`config.mk`:
```
export PLATFORM = sky130hd
export DESIGN_NAME = reg32b_bist_flat
export DESIGN_NICKNAME = d
export VERILOG_FILES = /design/src/rtl/reg32b_bist_if.sv /design/src/rtl/reg32b_bist.sv /design/src/flat_wrapper.sv
export SDC_FILE = /design/constraint.sdc
export NUM_CORES = 1
export LEC_CHECK = 0
export ABC_AREA = 1
export ABC_CLOCK_PERIOD_IN_PS = 1800
export BUFFER_PORTS_ARGS = -buffer_cell sky130_fd_sc_hd__buf_4
export CORE_UTILIZATION = 47
export CTS_CLUSTER_SIZE = 14
export DETAILED_ROUTE_END_ITERATION = 16
export PLACE_DENSITY = 0.73
export SLEW_MARGIN = 10
export SYNTH_ARGS = -nofsm -noshare
export SYNTH_HDL_FRONTEND = slang
export SYNTH_SLANG_ARGS = --single-unit
```
`constraint.sdc`:
```
create_clock -name clk -period 1.8 [get_ports clk]
set_input_delay 0.27 -clock clk [delete_from_list [all_inputs] [get_ports clk]]
set_output_delay 0.27 -clock clk [all_outputs]
set_load 0.05 [all_outputs]
```
`src/rtl/reg32b_bist_if.sv`:
```
// Register-file bus between the BIST initiator (master) and the reg32b array (slave).
interface reg32b_bist_if #(
  parameter int ADDR_W = 5,
  parameter int DATA_W = 32
);
  logic [ADDR_W-1:0] rf_addr;
  logic [DATA_W-1:0] rf_d_in;
  logic              rf_we_;
  logic [DATA_W-1:0] rf_d_out;

  modport master (output rf_addr, output rf_d_in, output rf_we_, input rf_d_out);
  modport slave  (input rf_addr, input rf_d_in, input rf_we_, output rf_d_out);
endinterface

```
`src/rtl/reg32b_bist.sv`:
```
// Self-test initiator for reg32b: writes a pattern to every entry, reads each back
// over two cycles (address, then compare) and reports pass, error count and first bad address.
module reg32b_bist #(
  parameter int ADDR_W = 5,
  parameter int DATA_W = 32,
  parameter int DEPTH  = 32
) (
  input  logic              clk,
  input  logic              reset,
  input  logic              start,
  input  logic [1:0]        mode,
  input  logic [DATA_W-1:0] seed,
  output logic              busy,
  output logic              done,
  output logic              pass,
  output logic [ADDR_W:0]   err_cnt,
  output logic [ADDR_W-1:0] fail_addr,
  reg32b_bist_if.master     rf
);
  localparam int IDX_W = ADDR_W + 1;
  localparam logic [IDX_W-1:0] LAST_IDX = IDX_W'(DEPTH - 1);
  localparam logic [IDX_W-1:0] ERR_MAX  = {IDX_W{1'b1}};

  typedef enum logic [2:0] {
    S_IDLE    = 3'd0,
    S_WRITE   = 3'd1,
    S_RD_ADDR = 3'd2,
    S_RD_CMP  = 3'd3,
    S_DONE    = 3'd4
  } state_e;

  state_e            state_q;
  logic [IDX_W-1:0]  idx_q;
  logic [1:0]        mode_q;
  logic [DATA_W-1:0] seed_q;
  logic              busy_q;
  logic              done_q;
  logic              pass_q;
  logic [IDX_W-1:0]  err_cnt_q;
  logic [ADDR_W-1:0] fail_addr_q;
  logic [ADDR_W-1:0] rf_addr_q;
  logic [DATA_W-1:0] rf_d_in_q;
  logic              rf_we_n_q;

  logic [IDX_W-1:0]  idx_inc_s;
  logic [IDX_W-1:0]  err_cnt_d;
  logic              mismatch_s;

  function automatic logic [DATA_W-1:0] pattern(input logic [1:0]        md,
                                                input logic [DATA_W-1:0] sd,
                                                input logic [ADDR_W-1:0] a);
    logic [DATA_W-1:0] a_ext;
    logic [DATA_W-1:0] alt;
    a_ext = DATA_W'(a);
    for (int i = 0; i < DATA_W; i++) begin
      alt[i] = ((i % 2) == 0) ? ~a[0] : a[0];
    end
    case (md)
      2'd0:    pattern = a_ext;
      2'd1:    pattern = ~a_ext;
      2'd2:    pattern = alt;
      2'd3:    pattern = sd ^ a_ext;
      default: pattern = a_ext;
    endcase
  endfunction

  // Read-back comparison and saturating error-count next state.
  always_comb begin
    idx_inc_s  = idx_q + IDX_W'(1);
    mismatch_s = (rf.rf_d_out != pattern(mode_q, seed_q, idx_q[ADDR_W-1:0]));
    if ((state_q == S_RD_CMP) && mismatch_s && (err_cnt_q != ERR_MAX)) begin
      err_cnt_d = err_cnt_q + IDX_W'(1);
    end else begin
      err_cnt_d = err_cnt_q;
    end
  end

  // Test sequencer; every output is registered here.
  always_ff @(posedge clk) begin
    if (reset) begin
      state_q     <= S_IDLE;
      idx_q       <= '0;
      mode_q      <= 2'd0;
      seed_q      <= '0;
      busy_q      <= 1'b0;
      done_q      <= 1'b0;
      pass_q      <= 1'b0;
      err_cnt_q   <= '0;
      fail_addr_q <= '0;
      rf_addr_q   <= '0;
      rf_d_in_q   <= '0;
      rf_we_n_q   <= 1'b1;
    end else begin
      case (state_q)
        S_IDLE: begin
          done_q    <= 1'b0;
          rf_we_n_q <= 1'b1;
          rf_addr_q <= '0;
          rf_d_in_q <= '0;
          if (start) begin
            mode_q      <= mode;
            seed_q      <= seed;
            err_cnt_q   <= '0;
            fail_addr_q <= '0;
            pass_q      <= 1'b0;
            busy_q      <= 1'b1;
            idx_q       <= '0;
            rf_we_n_q   <= 1'b0;
            rf_d_in_q   <= pattern(mode, seed, ADDR_W'(0));
            state_q     <= S_WRITE;
          end
        end
        S_WRITE: begin
          if (idx_q == LAST_IDX) begin
            idx_q     <= '0;
            rf_we_n_q <= 1'b1;
            rf_addr_q <= '0;
            rf_d_in_q <= '0;
            state_q   <= S_RD_ADDR;
          end else begin
            idx_q     <= idx_inc_s;
            rf_addr_q <= idx_inc_s[ADDR_W-1:0];
            rf_d_in_q <= pattern(mode_q, seed_q, idx_inc_s[ADDR_W-1:0]);
          end
        end
        S_RD_ADDR: begin
          state_q <= S_RD_CMP;
        end
        S_RD_CMP: begin
          err_cnt_q <= err_cnt_d;
          if (mismatch_s && (err_cnt_q == '0)) begin
            fail_addr_q <= idx_q[ADDR_W-1:0];
          end
          if (idx_q == LAST_IDX) begin
            done_q    <= 1'b1;
            busy_q    <= 1'b0;
            pass_q    <= (err_cnt_d == '0);
            rf_addr_q <= '0;
            state_q   <= S_DONE;
          end else begin
            idx_q     <= idx_inc_s;
            rf_addr_q <= idx_inc_s[ADDR_W-1:0];
            state_q   <= S_RD_ADDR;
          end
        end
        S_DONE: begin
          done_q  <= 1'b0;
          state_q <= S_IDLE;
        end
        default: begin
          busy_q    <= 1'b0;
          done_q    <= 1'b0;
          rf_we_n_q <= 1'b1;
          state_q   <= S_IDLE;
        end
      endcase
    end
  end

  assign busy       = busy_q;
  assign done       = done_q;
  assign pass       = pass_q;
  assign err_cnt    = err_cnt_q;
  assign fail_addr  = fail_addr_q;
  assign rf.rf_addr = rf_addr_q;
  assign rf.rf_d_in = rf_d_in_q;
  assign rf.rf_we_  = rf_we_n_q;
endmodule

```
`src/flat_wrapper.sv`:
```
// flat-port wrapper written by rule: the top's interface ports become plain ports
module reg32b_bist_flat 
#(
  parameter int ADDR_W = 5,
  parameter int DATA_W = 32,
  parameter int DEPTH  = 32
)
  (clk, reset, start, mode, seed, busy, done, pass, err_cnt, fail_addr, rf_rf_addr, rf_rf_d_in, rf_rf_we_, rf_rf_d_out);
  reg32b_bist_if #(.ADDR_W(ADDR_W), .DATA_W(DATA_W)) rf_i ();
  input  logic clk;
  input  logic reset;
  input  logic start;
  input  logic [1:0] mode;
  input  logic [DATA_W-1:0] seed;
  output logic busy;
  output logic done;
  output logic pass;
  output logic [ADDR_W:0] err_cnt;
  output logic [ADDR_W-1:0] fail_addr;
  output wire logic [$bits(rf_i.rf_addr)-1:0] rf_rf_addr;
  output wire logic [$bits(rf_i.rf_d_in)-1:0] rf_rf_d_in;
  output wire logic [$bits(rf_i.rf_we_)-1:0] rf_rf_we_;
  input wire logic [$bits(rf_i.rf_d_out)-1:0] rf_rf_d_out;
  assign rf_rf_addr = rf_i.rf_addr;
  assign rf_rf_d_in = rf_i.rf_d_in;
  assign rf_rf_we_ = rf_i.rf_we_;
  assign rf_i.rf_d_out = rf_rf_d_out;
  reg32b_bist #(.ADDR_W(ADDR_W), .DATA_W(DATA_W), .DEPTH(DEPTH)) u_core (.clk(clk), .reset(reset), .start(start), .mode(mode), .seed(seed), .busy(busy), .done(done), .pass(pass), .err_cnt(err_cnt), .fail_addr(fail_addr), .rf(rf_i));
endmodule
```
==> flow_summary.yaml <==
run_status:
  outcome: "finished with violations"
  violations: "setup timing"
job:
  drv_cap: 0
yosys:
  ys.flop_type: "dfxtp_1"
  synth_most_common_cell: "nand2_1"
  ys_top_cells_by_area: "dfxtp_1 34%, nand2_1 12%, o21ai_0 10%"
  yosysWarnings: 0
  synth_mux_area_share_pct: 0
  ys_seq_area_share_pct: 34.4
  syn-instance-count: 854
  synth-compound-area-share_pct: 21.3
  yosys.area_share.simple_pct: 32.0
  synth_top_cell_by_area: "dfxtp_1"
  synth_common_cells: "170 x nand2_1, 112 x o21ai_0, 95 x dfxtp_1, 90 x nor2_1, 74 x nand3_1"
  ys_types: 32
  synth-adder-area-share_pct: 0.680
  synth.cell_area_um2: 5520
  synth_top_area_share_pct: 34.4
  synth-edff-count: 0
  avgSynthCellArea_um2: 6.47
  async_flop_share_pct: 0
  synth_top_family_by_area: "simple AND/OR/NAND/NOR gates"
  syn_nets: 926
  synth_xor_area_share_pct: 0.793
  synth_seq_cells: 95
critical_path:
  path_cells: "buf_4 -> nand2_1 -> inv_2 -> buf_4 -> nand2_1 -> nand3_1 -> nand2_1 -> nand2_1 -> nor2_1 -> nand3_1 -> nor2_2 -> nand3_4 -> buf_4 -> nand4_1 -> nand2_1 -> nand2_1 -> nor2_1 -> nand3_1 -> a21oi_2"
  startpoint_type: "flop"
  critPathMostFrequentCell: "nand2_1"
  cp_data_arrival_time_ns: 2.49
  cp_slowest_cell: "dfxtp_2"
  critical_path.endpoint_type: "flop"
  cp.required_ns: 2.04
  crit_type: "reg -> reg"
  max_stage_delay_ns: 0.34
  cp_top_family: "simple AND/OR/NAND/NOR gates"
  crit_fanout: 6
  crit_buf_inv: 4
floorplanning:
  dieWidth_um: 110
  pin_count: 121
  start_util_pct: 48.4
  std_cell_rows: 39
  dieHeight_um: 110
  dieArea_um2: 12200
  core-area_um2: 11400
worst_hold_path:
  hold_class: "in -> reg"
placement:
  io_buffers: 120
  globalplace.congestion: 0.916
  pre_cts_slack_ns: -0.469
  place_area_um2: 7150
  hpwl_um: 13000
timing:
  finalCritPeriodShare_pct: 125
  finalHoldViolCount: 0
  worst_pin_slew_ns: 0.713
  max_freq_ghz: 0.444
  period_minus_slack_ns: 2.25
  maxSlewViolCount: 0
  clock_skew_ns: 0.0108
  rsz0062_at_grt: "true"
  setup_viol: 12
  max_slew_margin_pct: 52.4
  layout_setup_ws_ns: -0.452
power:
  power_density_nw_per_um2: 858
  leakagePower_nw: 3.57
  max-vdd-ir-drop_v: 0.000676
cells_and_area:
  areaGrowthSynthToFinish_pct: 39.6
  antenna_cells: 0
  layout-drive-gt1-share_pct: 28.4
  stdcell_area_um2: 7710
  nets: 1105
  nFillCells: 1034
cts:
  htreeDepth: 3
  cts-root-buf: "clkbuf_16"
  cts_tree: "yes"
  clk_path_buf_depth: 2
  worstSkewPairLatency_ns: 0.36
  cts_made_buffers: 9
  path_clk_slew_ns: 0.07
  cts.sinks: 95
route:
  totalWireLength_um: 18600
  final_antenna_net_count: 0
  drtIter0Drc: 501
  vias: 6517
  drc: 0
  viasPerCell: 5.52
  wire_per_inst_um: 15.8
  drtPass1Iterations: 5
global_routing:
  grt_max_degree: 65
  grt_pass1_vias: 5932
  gr-total-overflow: 0
  grt_antenna_before_repair: 0
  grtUsageTotal_pct: 29.6
  grt_pass1_wl_um: 29000
[final timing paths]
path / start / slack, ns / cells past startpoint / endpoint
worst max register to register: u_core.mode_q[0] / -0.45 / 19 / u_core.pass
worst min register to register: u_core.fail_addr[0] / 0.47 / 2 / u_core.fail_addr[0]
worst max-delay path: u_core.mode_q[0] / -0.45 / 19 / u_core.pass
worst min-delay path: seed[27] / 0.14 / 3 / u_core.seed_q[27]
[report_power, final]
part           total [mW]  internal (mW)  switching, mW
clock                1.86          0.962          0.894
sequential           2.46           2.31          0.146
combinational        2.30          0.873           1.42
[per-stage QoR]
step	setup TNS (ns)	hold slack, ns	cells	util (%)	power [mW]
finish	-4.14	0.145	1181	67.5	6.61
global route	-6.86	0.151	1181	67.5	6.94
CTS	-3.31	0.141	1169	65.7	6.52
detailed placement	-7.42	0.457	1153	62.6	4.66
global placement	-6.03	0.451	1153	62.6	4.64
floorplan	-0.562	0.405	854	-	3.89
[routing by layer]
metal / up-vias / GRT usage [%] / wire length, um
met2: 270 / 51.3 / 9020
li1: 3257 / - / -
met4: 0 / 15.1 / 919
met1: 2933 / 34.3 / 7520
met5: - / 0 / 0
met3: 57 / 6.42 / 1140
[registers in the layout, summed over array words and instances (netlist names), 2 cells and up]
register and cells:
u_core.idx_q 6, u_core.fail_addr 5, u_core.state_q 3, u_core.rf.rf_addr 5, u_core.seed_q 32, u_core.rf.rf_d_in 32
u_core.mode_q 2, u_core.err_cnt 6
[layout make-up]
cell class / count / area [um2] / share of cell area, %
Multi-Input combinational cell: 623 / 3170 / 41.2
Sequential cell: 95 / 1910 / 24.8
Timing Repair Buffer: 226 / 1850 / 24.0
Inverter: 78 / 305 / 3.96
Clock buffer: 10 / 229 / 2.97
Tap cell: 143 / 179 / 2.32
Clock inverter: 6 / 57.6 / 0.747
[worst min-delay path, cell delays in order]
cell and delay (ns):
buf_4 0.08, nor2_1 0.03, nor2_1 0.08
[layout by cell type (no fill, tap or decap), types with 3 or more instances in the layout]
master       n
nand3_2     11
nor3_1       4
a31oi_1     32
nand2_1    160
o211ai_1     4
buf_12       9
inv_2        4
nand4_1     37
o21ai_1      8
clkinv_1     3
nor2_2       6
a21oi_1     65
dfxtp_1     91
nor2_1      83
inv_1       68
o21ai_0    105
xor2_1       3
clkbuf_16   10
nand3_1     70
buf_6        7
nand2_4      3
nand2_2      9
buf_4      209
nand3_4      5
o2111ai_1    3
[cell families after synthesis]
group                      count (synthesis)
AOI/OAI and AO/OA                        222
xor gates and xnor gates                   5
adders and majority gates                  3
buffers and inverters                    136
DFF                                       95
and+or+nand+nor                          393
[what timing repair did]
action / CTS / global route
pin swaps: 1 / 10
cloned: 0 / 1
buffers inserted: 0 / 11
hold buffers: 0 / 0
endpoints found under the setup margin: 50 / 45
resized for setup: 21 / 31
Power figures use the tool's default switching activity.
